<file path="src/rtl/clk_div_gen.sv">
// Purpose : multi-channel programmable clock divider / tick generator with glitch-free divisor reload.
// Latency : enable-to-first-high 1 edge, sync-to-rise 1 edge; all outputs registered.
// Backpressure : none; div_wr_i is a strobe (last write wins), div_pending_o shows an unapplied write.
//
// Ports:
//   clk, rst          single clock, synchronous active-high reset
//   ch_en_i[k]        run enable; dropping it lets the current period finish before going idle
//   div_i, div_wr_i   divisor slice k at [k*DIV_W +: DIV_W], captured into a pending register on the strobe
//   sync_i            restarts every running channel at the start of a new period
//   div_pending_o     pending divisor not yet applied
//   clk_div_o, tick_o divided clock (ceil(D/2) high, rest low) and a pulse on the first high cycle
module clk_div_gen #(
  parameter int NUM_CH      = 2,
  parameter int DIV_W       = 16,
  parameter int DEFAULT_DIV = 6
) (
  input  logic                    clk,
  input  logic                    rst,
  input  logic [NUM_CH-1:0]       ch_en_i,
  input  logic [NUM_CH*DIV_W-1:0] div_i,
  input  logic [NUM_CH-1:0]       div_wr_i,
  input  logic                    sync_i,
  output logic [NUM_CH-1:0]       div_pending_o,
  output logic [NUM_CH-1:0]       clk_div_o,
  output logic [NUM_CH-1:0]       tick_o
);

  localparam logic [1:0] ST_IDLE = 2'd0;
  localparam logic [1:0] ST_RUN  = 2'd1;
  localparam logic [1:0] ST_STOP = 2'd2;

  localparam logic [DIV_W-1:0] DEF_D = (DEFAULT_DIV < 2) ? DIV_W'(2) : DIV_W'(DEFAULT_DIV);

  // Divisors below 2 cannot produce both a high and a low phase.
  function automatic logic [DIV_W-1:0] clamp_div(input logic [DIV_W-1:0] v);
    clamp_div = (v < DIV_W'(2)) ? DIV_W'(2) : v;
  endfunction

  for (genvar k = 0; k < NUM_CH; k++) begin : g_ch
    logic [1:0]       state_q, state_d;
    logic [DIV_W-1:0] cnt_q, cnt_d;
    logic [DIV_W-1:0] div_q, div_d;
    logic [DIV_W-1:0] pend_q;
    logic             pend_vld_q;
    logic             boundary;
    logic             apply_slot;
    logic             apply;
    logic [DIV_W-1:0] half_d;
    logic             clk_q, tick_q;

    always_comb begin
      boundary   = (cnt_q == div_q - DIV_W'(1));
      state_d    = state_q;
      cnt_d      = cnt_q;
      apply_slot = 1'b0;
      case (state_q)
        ST_IDLE: begin
          // An idle channel has no period to protect, so a pending divisor lands immediately.
          apply_slot = 1'b1;
          cnt_d      = '0;
          if (ch_en_i[k]) state_d = ST_RUN;
        end
        ST_RUN: begin
          if (sync_i) begin
            apply_slot = 1'b1;
            cnt_d      = '0;
            state_d    = ch_en_i[k] ? ST_RUN : ST_STOP;
          end else if (boundary) begin
            // Enable dropped on the last cycle: the period is already complete.
            apply_slot = 1'b1;
            cnt_d      = '0;
            state_d    = ch_en_i[k] ? ST_RUN : ST_IDLE;
          end else begin
            cnt_d   = cnt_q + DIV_W'(1);
            state_d = ch_en_i[k] ? ST_RUN : ST_STOP;
          end
        end
        ST_STOP: begin
          // Sync is ignored here; the channel finishes its period undisturbed.
          if (boundary) begin
            apply_slot = 1'b1;
            cnt_d      = '0;
            state_d    = ch_en_i[k] ? ST_RUN : ST_IDLE;
          end else begin
            cnt_d   = cnt_q + DIV_W'(1);
            state_d = ch_en_i[k] ? ST_RUN : ST_STOP;
          end
        end
        default: begin
          state_d = ST_IDLE;
          cnt_d   = '0;
        end
      endcase
      // Only the registered flag counts, so a write on a boundary waits one more period.
      apply  = apply_slot && pend_vld_q;
      div_d  = apply ? clamp_div(pend_q) : div_q;
      // ceil(D/2) without forming D+1, which would overflow at D = 2^DIV_W-1.
      half_d = (div_d >> 1) + {{(DIV_W-1){1'b0}}, div_d[0]};
    end

    always_ff @(posedge clk) begin
      if (rst) begin
        state_q    <= ST_IDLE;
        cnt_q      <= '0;
        div_q      <= DEF_D;
        pend_q     <= '0;
        pend_vld_q <= 1'b0;
        clk_q      <= 1'b0;
        tick_q     <= 1'b0;
      end else begin
        state_q <= state_d;
        cnt_q   <= cnt_d;
        div_q   <= div_d;
        if (div_wr_i[k]) begin
          pend_q     <= div_i[k*DIV_W +: DIV_W];
          pend_vld_q <= 1'b1;
        end else if (apply) begin
          pend_vld_q <= 1'b0;
        end
        // Outputs are decoded from next-state values so they sit directly on flops.
        clk_q  <= (state_d != ST_IDLE) && (cnt_d < half_d);
        tick_q <= (state_d != ST_IDLE) && (cnt_d == '0);
      end
    end

    assign clk_div_o[k]     = clk_q;
    assign tick_o[k]        = tick_q;
    assign div_pending_o[k] = pend_vld_q;
  end

endmodule

</file>
<file path="config.mk">
export PLATFORM = sky130hd
export DESIGN_NAME = clk_div_gen
export DESIGN_NICKNAME = d
export VERILOG_FILES = /design/src/rtl/clk_div_gen.sv
export SDC_FILE = /design/constraint.sdc
export NUM_CORES = 1
export LEC_CHECK = 0
export CORE_UTILIZATION = 35
export DETAILED_ROUTE_END_ITERATION = 7
export DONT_BUFFER_PORTS = 1
export GPL_TIMING_DRIVEN = 0
export HOLD_SLACK_MARGIN = 0.02
export MAX_ROUTING_LAYER = met4
export PLACE_DENSITY = 0.48
export REMOVE_ABC_BUFFERS = 1
export SETUP_SLACK_MARGIN = 0.1
export SLEW_MARGIN = 20
export SYNTH_ARGS = -nofsm -noshare
export SYNTH_HDL_FRONTEND = slang
export SYNTH_SLANG_ARGS = --single-unit
</file>
<file path="constraint.sdc">
create_clock -name clk -period 7.1 [get_ports clk]
set_input_delay 2.13 -clock clk [delete_from_list [all_inputs] [get_ports clk]]
set_output_delay 2.13 -clock clk [all_outputs]
set_load 0.005 [all_outputs]
</file>
**After elaboration in Yosys (flattened, before gate mapping)**

Cells that the tools add are included.

- Add/sub/neg operators: 6
- Multipliers: 0
- Div/mod/pow operators: 0
- Order comparisons: 4
- Equal/unequal tests: 6
- Shift-type cells: 0
- Multiplexer cells: 32
- Bitwise operators: 0
- Reduce and logical (&&, ||, !) cells: 14

Operators with widths:

| kind | count |
|---|---|
| $mux 16 | 8 |
| $pmux 16 s2 | 2 |
| $add 15x1->16 | 2 |
| $add 16x1->16 const B | 2 |
| $eq 16x16->1 | 2 |
| $logic_not 16->1 | 2 |
| $lt 16x16->1 | 2 |
| $lt 16x2->1 const B | 2 |
| $sub 16x1->16 const B | 2 |
| $mux 2 | 8 |
| $pmux 2 s3 | 2 |
| $mux 1 | 10 |
| $reduce_bool 2->1 | 4 |
| $logic_and 1x1->1 | 6 |
| $pmux 1 s3 | 2 |
| $eq 2x1->1 const B | 2 |
| $eq 2x2->1 const B | 2 |
| $logic_not 2->1 | 2 |

- Bits in registers: 106
- Bits in latches: 0
- RAM bits: 0
- ROM bits: 0
- Input bits: 39
- Output and inout port bits: 6
- Word-level logic and storage cells: 76
- Memories kept: 0

**Longest topological paths before layout**

- Word-level depth: 10
- Gate-level depth with buffers: 30
- Gate-level depth less buffers: 28

**Worst setup path before layout**

Ideal clock, no wire load.

- Kind: input port to flip-flop
- Start point: input sync_i
- End point: register g_ch[1].clk_q
- Library setup time: 70 ps
- Data arrival time: 5355 ps
- Required time: 7030 ps
- Slack: 1675 ps
- Stages: 21
- Buffers on the path: 2
- Cell sequence: a21o_1 -> o21ai_2 -> buf_6 -> mux2i_1 -> ha_1 -> ha_1 -> clkbuf_1 -> nand2_1 -> nor3_1 -> xor2_1 -> mux2i_1 -> ha_1 -> a21o_1 -> a21o_1 -> a21oi_1 -> nor2b_1 -> o21ai_0 -> a21oi_1 -> a211oi_1 -> o2111ai_1 -> a21boi_1

- Longest elaborated chain between the ends: 7
- Elaborated cells on any way between the ends: 12
- Classes of those cells: 1 x add/sub; 1 x order compare; 7 x mux; 3 x reduce/logical

RTL lines:

| element | line | source |
|---|---|---|
| start, declared | 22 | `input logic sync_i,` |
| $mux 1 | 64 | `if (sync_i) begin` |
| $pmux 1 s3 | 56 | `case (state_q)` |
| $logic_and 1x1->1 | 95 | `apply = apply_slot && pend_vld_q;` |
| $mux 16 | 96 | `div_d = apply ? clamp_div(pend_q) : div_q;` |
| via g_ch[1].div_d[1] | 42 | `logic [DIV_W-1:0] div_q, div_d;` |
| $add 15x1->16 | 98 | `half_d = (div_d >> 1) + {{(DIV_W-1){1'b0}}, div_d[0]};` |
| $lt 16x16->1 | 121 | `clk_q <= (state_d != ST_IDLE) && (cnt_d < half_d);` |
| $logic_and 1x1->1 | 121 |  |
| end signal, assigned | 121 |  |
| end, declared | 49 | `logic clk_q, tick_q;` |

The timed path passes the listed nets, and every way through them passes these cells.
A chain may end at the register's enable or synchronous reset.

**Final worst setup path**

- Start point: register g_ch[1].div_q[0]
- End point: register g_ch[1].clk_q

- Longest elaborated chain between the ends: 10
- Elaborated cells on any way between the ends: 17
- Classes of those cells: 2 x add/sub; 1 x order compare; 1 x eq/ne; 10 x mux; 3 x reduce/logical

RTL lines:

| element | line | source |
|---|---|---|
| start, declared | 42 |  |
| start signal, assigned | 113 | `div_q <= div_d;` |
| $sub 16x1->16 (*) | 52 | `boundary = (cnt_q == div_q - DIV_W'(1));` |
| $eq 16x16->1 (*) | 52 |  |
| $mux 1 (*) | 68, 80 |  |
| $mux 1 | 64 |  |
| $pmux 1 s3 (*) | 56 |  |
| $logic_and 1x1->1 (*) | 95 |  |
| $mux 16 (*) | 96 |  |
| via g_ch[1].div_d[1] | 42 |  |
| $add 15x1->16 (*) | 98 |  |
| $lt 16x16->1 (*) | 121 |  |
| $logic_and 1x1->1 (*) | 121 |  |

Mark *: on every way through the listed nets, which the timed path passes. The rest lies on a longest branch.

==> run metrics <==
most used cell, CP ha_1; number of global-route vias before repair 5774; Non-Filler Instances ~1200; Min Hold Slack about 0.50 ns; initial DRC count ~360; ANT cells 0; power density over cell area 178 nW/um2; crit-path max FO 19; Final Critical Period 6.28 ns; register area share after synthesis 27.4%; Setup violations, final 0; first-pass GRT wire length around 31 mm; Avg WL per Cell 15.9 um; Clock Tree Buf Depth 2; CP Launch Point g_ch[1].div_q[0]$_SDFF_PP0_; Data arrival, critical path between 6 and 7 ns; Crit Path Category flip-flop to flip-flop; worst skew pair latency 0.37 ns; clk slew on worst S/H paths roughly 0.09 ns; Total GRT Usage 18.2%; first drt pass iteration count 5; synth cell count leaders 176 x nor2_1, 106 x dfxtp_1, 73 x mux2i_1; CP top delay family compound AO/OA/AOI/OAI gates; Area Growth Syn to Fin 5.39%; number of synthesized register bits roughly 110; largest vdd supply drop approximately 130 uV; placer congestion estimate 0.844; nets about 1000; htree depth 3; clk sinks 106; WP buf/inv 2; Mapped Avg Cell Area 7.98 um2; Die Footprint 22700 um2; RSZ-0062 raised after global routing no; CP Capture Point g_ch[1].clk_q$_SDFF_PP0_; vias 6207; final worst-path cycle share 88.5%; r2r setup slk about 0.82 ns; DRC errors left 0; Synthesis Warnings 0; startpoint types flip-flop; crit path max-delay cell type o21ai_4; GRT Residual Overflow 0; Die W 151 um; WL final 19.1 mm; num rows between 50 and 60; cells after synthesis 971; CP Depth 27; Post-DP HPWL 14.9 mm; filler instances 2355; Final Hold Viols 0; PortBufs 0; PostCTS Resize Cnt 0; Yosys top cell area share between 20 and 30%; overall power 1.45 mW; number of CTS-inserted buffers 9; Critical R2R Capture g_ch[1].clk_q$_SDFF_PP0_; Syn Std Cell Area 7750 um2; vias per cell around 5.2; largest net degree at the start of global routing 76; initial antenna violation count 0; Leak Pwr between 3 and 4 nW; Max Freq 159 MHz; R2R Path Start g_ch[1].div_q[0]$_SDFF_PP0_; Cell variety after synth 69; core area 21800 um2; slowest cell delay on critical path 0.49 ns; dpl cells 1185; Slew Limit Fails 0; Synth area leader dfxtp_1; Slew @ Worst Pin 0.854 ns; I/O pins 45; Die Y 151 um; hold crit path type flip-flop to flip-flop; post-CTS setup buffers 0; Post-synth EDFFs 0; top cells by area, synth dfxtp_1 27%, mux2i_1 9.4%, nor2_1 8.5%; Root Buffer clkbuf_16; most frequent cell after synthesis nor2_1; Slew headroom 43.1%; MaxCap Viol Count 0; Starting Density 35.6%; run status finished, final reports clean; Max Clock Skew between 0.01 and 0.015 ns; ys async rst share 0%; share of cells above drive strength 1 4.34%; antenna viol nets, final 0; Critical Path RT about 7.4 ns; Worst setup EP type flip-flop; CTS tree done; hold buffers post-CTS 0; worst-case reg-to-reg path depth 27; ys flop type dfxtp_1
==> power by group <==
part | internal [mW] | total, mW | switching, mW
clock network | 0.285 | 0.552 | 0.267
registers | 0.622 | 0.669 | 0.0467
logic | 0.108 | 0.229 | 0.121
==> cells by family (layout without fill, tap and decap cells) <==
| group | count (synthesis) | after routing | share of synthesized area, % |
|---|---|---|---|
| multiplexers | 79 | 79 | 10.3 |
| AND/OR/NAND/NOR | 425 | 425 | 27.2 |
| flip-flops | 106 | 106 | 27.4 |
| AO/OA/AOI/OAI | 99 | 99 | 8.36 |
| adder cells (fa/ha/maj) | 47 | 47 | 7.56 |
| XOR/XNOR | 120 | 120 | 13.6 |
| buffers and inverters | 95 | 45 | 5.63 |
==> worst register-to-register path, cell delays in order, from the launching register on <==
cell,delay [ns]
dfxtp_1,0.38
inv_1,0.08
ha_1,0.23
nor3b_1,0.44
nand2_1,0.26
o311ai_1,0.37
a221oi_1,0.17
o2111ai_1,0.18
nor3_2,0.13
o21ai_4,0.49
buf_16,0.26
mux2i_1,0.25
ha_1,0.31
ha_1,0.36
nand2_1,0.12
nor2_1,0.24
nand2_1,0.10
xnor2_1,0.18
mux2i_1,0.10
ha_1,0.30
a21o_1,0.16
a21oi_1,0.13
nor2b_1,0.05
o21ai_0,0.14
a21oi_1,0.10
a211oi_1,0.33
o2111ai_1,0.18
a21boi_1,0.17
==> how the worst min path moves through the flow <==
stage                                   startpoint                        endpoint  slack [ns]  cells after the start
CTS                 g_ch[1].pend_q[0]$_SDFFE_PP0P_  g_ch[1].pend_q[0]$_SDFFE_PP0P_        0.51                      2
finish              g_ch[1].pend_q[0]$_SDFFE_PP0P_  g_ch[1].pend_q[0]$_SDFFE_PP0P_        0.50                      2
global route           g_ch[1].cnt_q[0]$_SDFF_PP0_     g_ch[1].cnt_q[0]$_SDFF_PP0_        0.55                      1
detailed placement  g_ch[1].pend_q[0]$_SDFFE_PP0P_  g_ch[1].pend_q[0]$_SDFFE_PP0P_        0.49                      2
floorplan           g_ch[0].pend_q[0]$_SDFFE_PP0P_  g_ch[0].pend_q[0]$_SDFFE_PP0P_        0.45                      2
global placement    g_ch[1].pend_q[0]$_SDFFE_PP0P_  g_ch[1].pend_q[0]$_SDFFE_PP0P_        0.48                      2
==> state kept, by name (all words and copies together), names as in the netlist <==
| name | flops |
|---|---|
| g_ch.pend_q | 32 |
| g_ch.cnt_q | 32 |
| g_ch.div_q | 32 |
| g_ch.clk_q | 2 |
| g_ch.tick_q | 2 |
| g_ch.state_q | 4 |
| g_ch.pend_vld_q | 2 |
==> routing by layer <==
metal / wire length, um / vias to the layer above / part of all wire (%) / global-route usage, %
met5: 0 / - / 0 / -
met4: 261 / 0 / 1.4 / 4.45
met3: 888 / 13 / 4.6 / 3.46
met2: 7710 / 100 / 40 / 24.9
met1: 10300 / 2841 / 54 / 26.9
li1: - / 3253 / - / -
==> placed cells by master (no fill, tap or decap), drive strengths merged, types with 7 or more instances in the layout <==
master	n
nor2	176
clkbuf	9
and3	18
or2	7
xnor2	65
dfxtp	106
xor2	55
nor4	16
and2	7
inv	27
o211ai	8
nand3	46
o21ai	29
nor2b	15
nand4	26
ha	46
nor3	29
nand2	58
a21oi	23
mux2i	74
==> stage by stage <==
| step | setup TNS (ns) | cell area [um2] | setup WS [ns] | util, % |
|---|---|---|---|---|
| after floorplan | 0 | 7410 | 0.820 | - |
| after global placement | -0.627 | 7760 | -0.323 | 35.7 |
| after detailed placement | 0 | 7840 | 0.646 | 36.0 |
| after CTS | 0 | 8170 | 0.743 | 37.5 |
| after global routing | 0 | 8170 | 0.225 | 37.5 |
| final | 0 | 8170 | 0.819 | 37.5 |
==> final cells by class <==
class | count | area (um2) | share of cell area [%]
Inverter | 25 | 93.8 | 1.15
Timing Repair Buffer | 4 | 70.1 | 0.858
Sequential cell | 106 | 2120 | 26.0
Multi-Input combinational cell | 770 | 5210 | 63.7
Clock buffer | 9 | 225 | 2.76
Clock inverter | 7 | 100 | 1.23
Tap cell | 280 | 350 | 4.29
No activity file was read; power rests on OpenSTA's default activity.
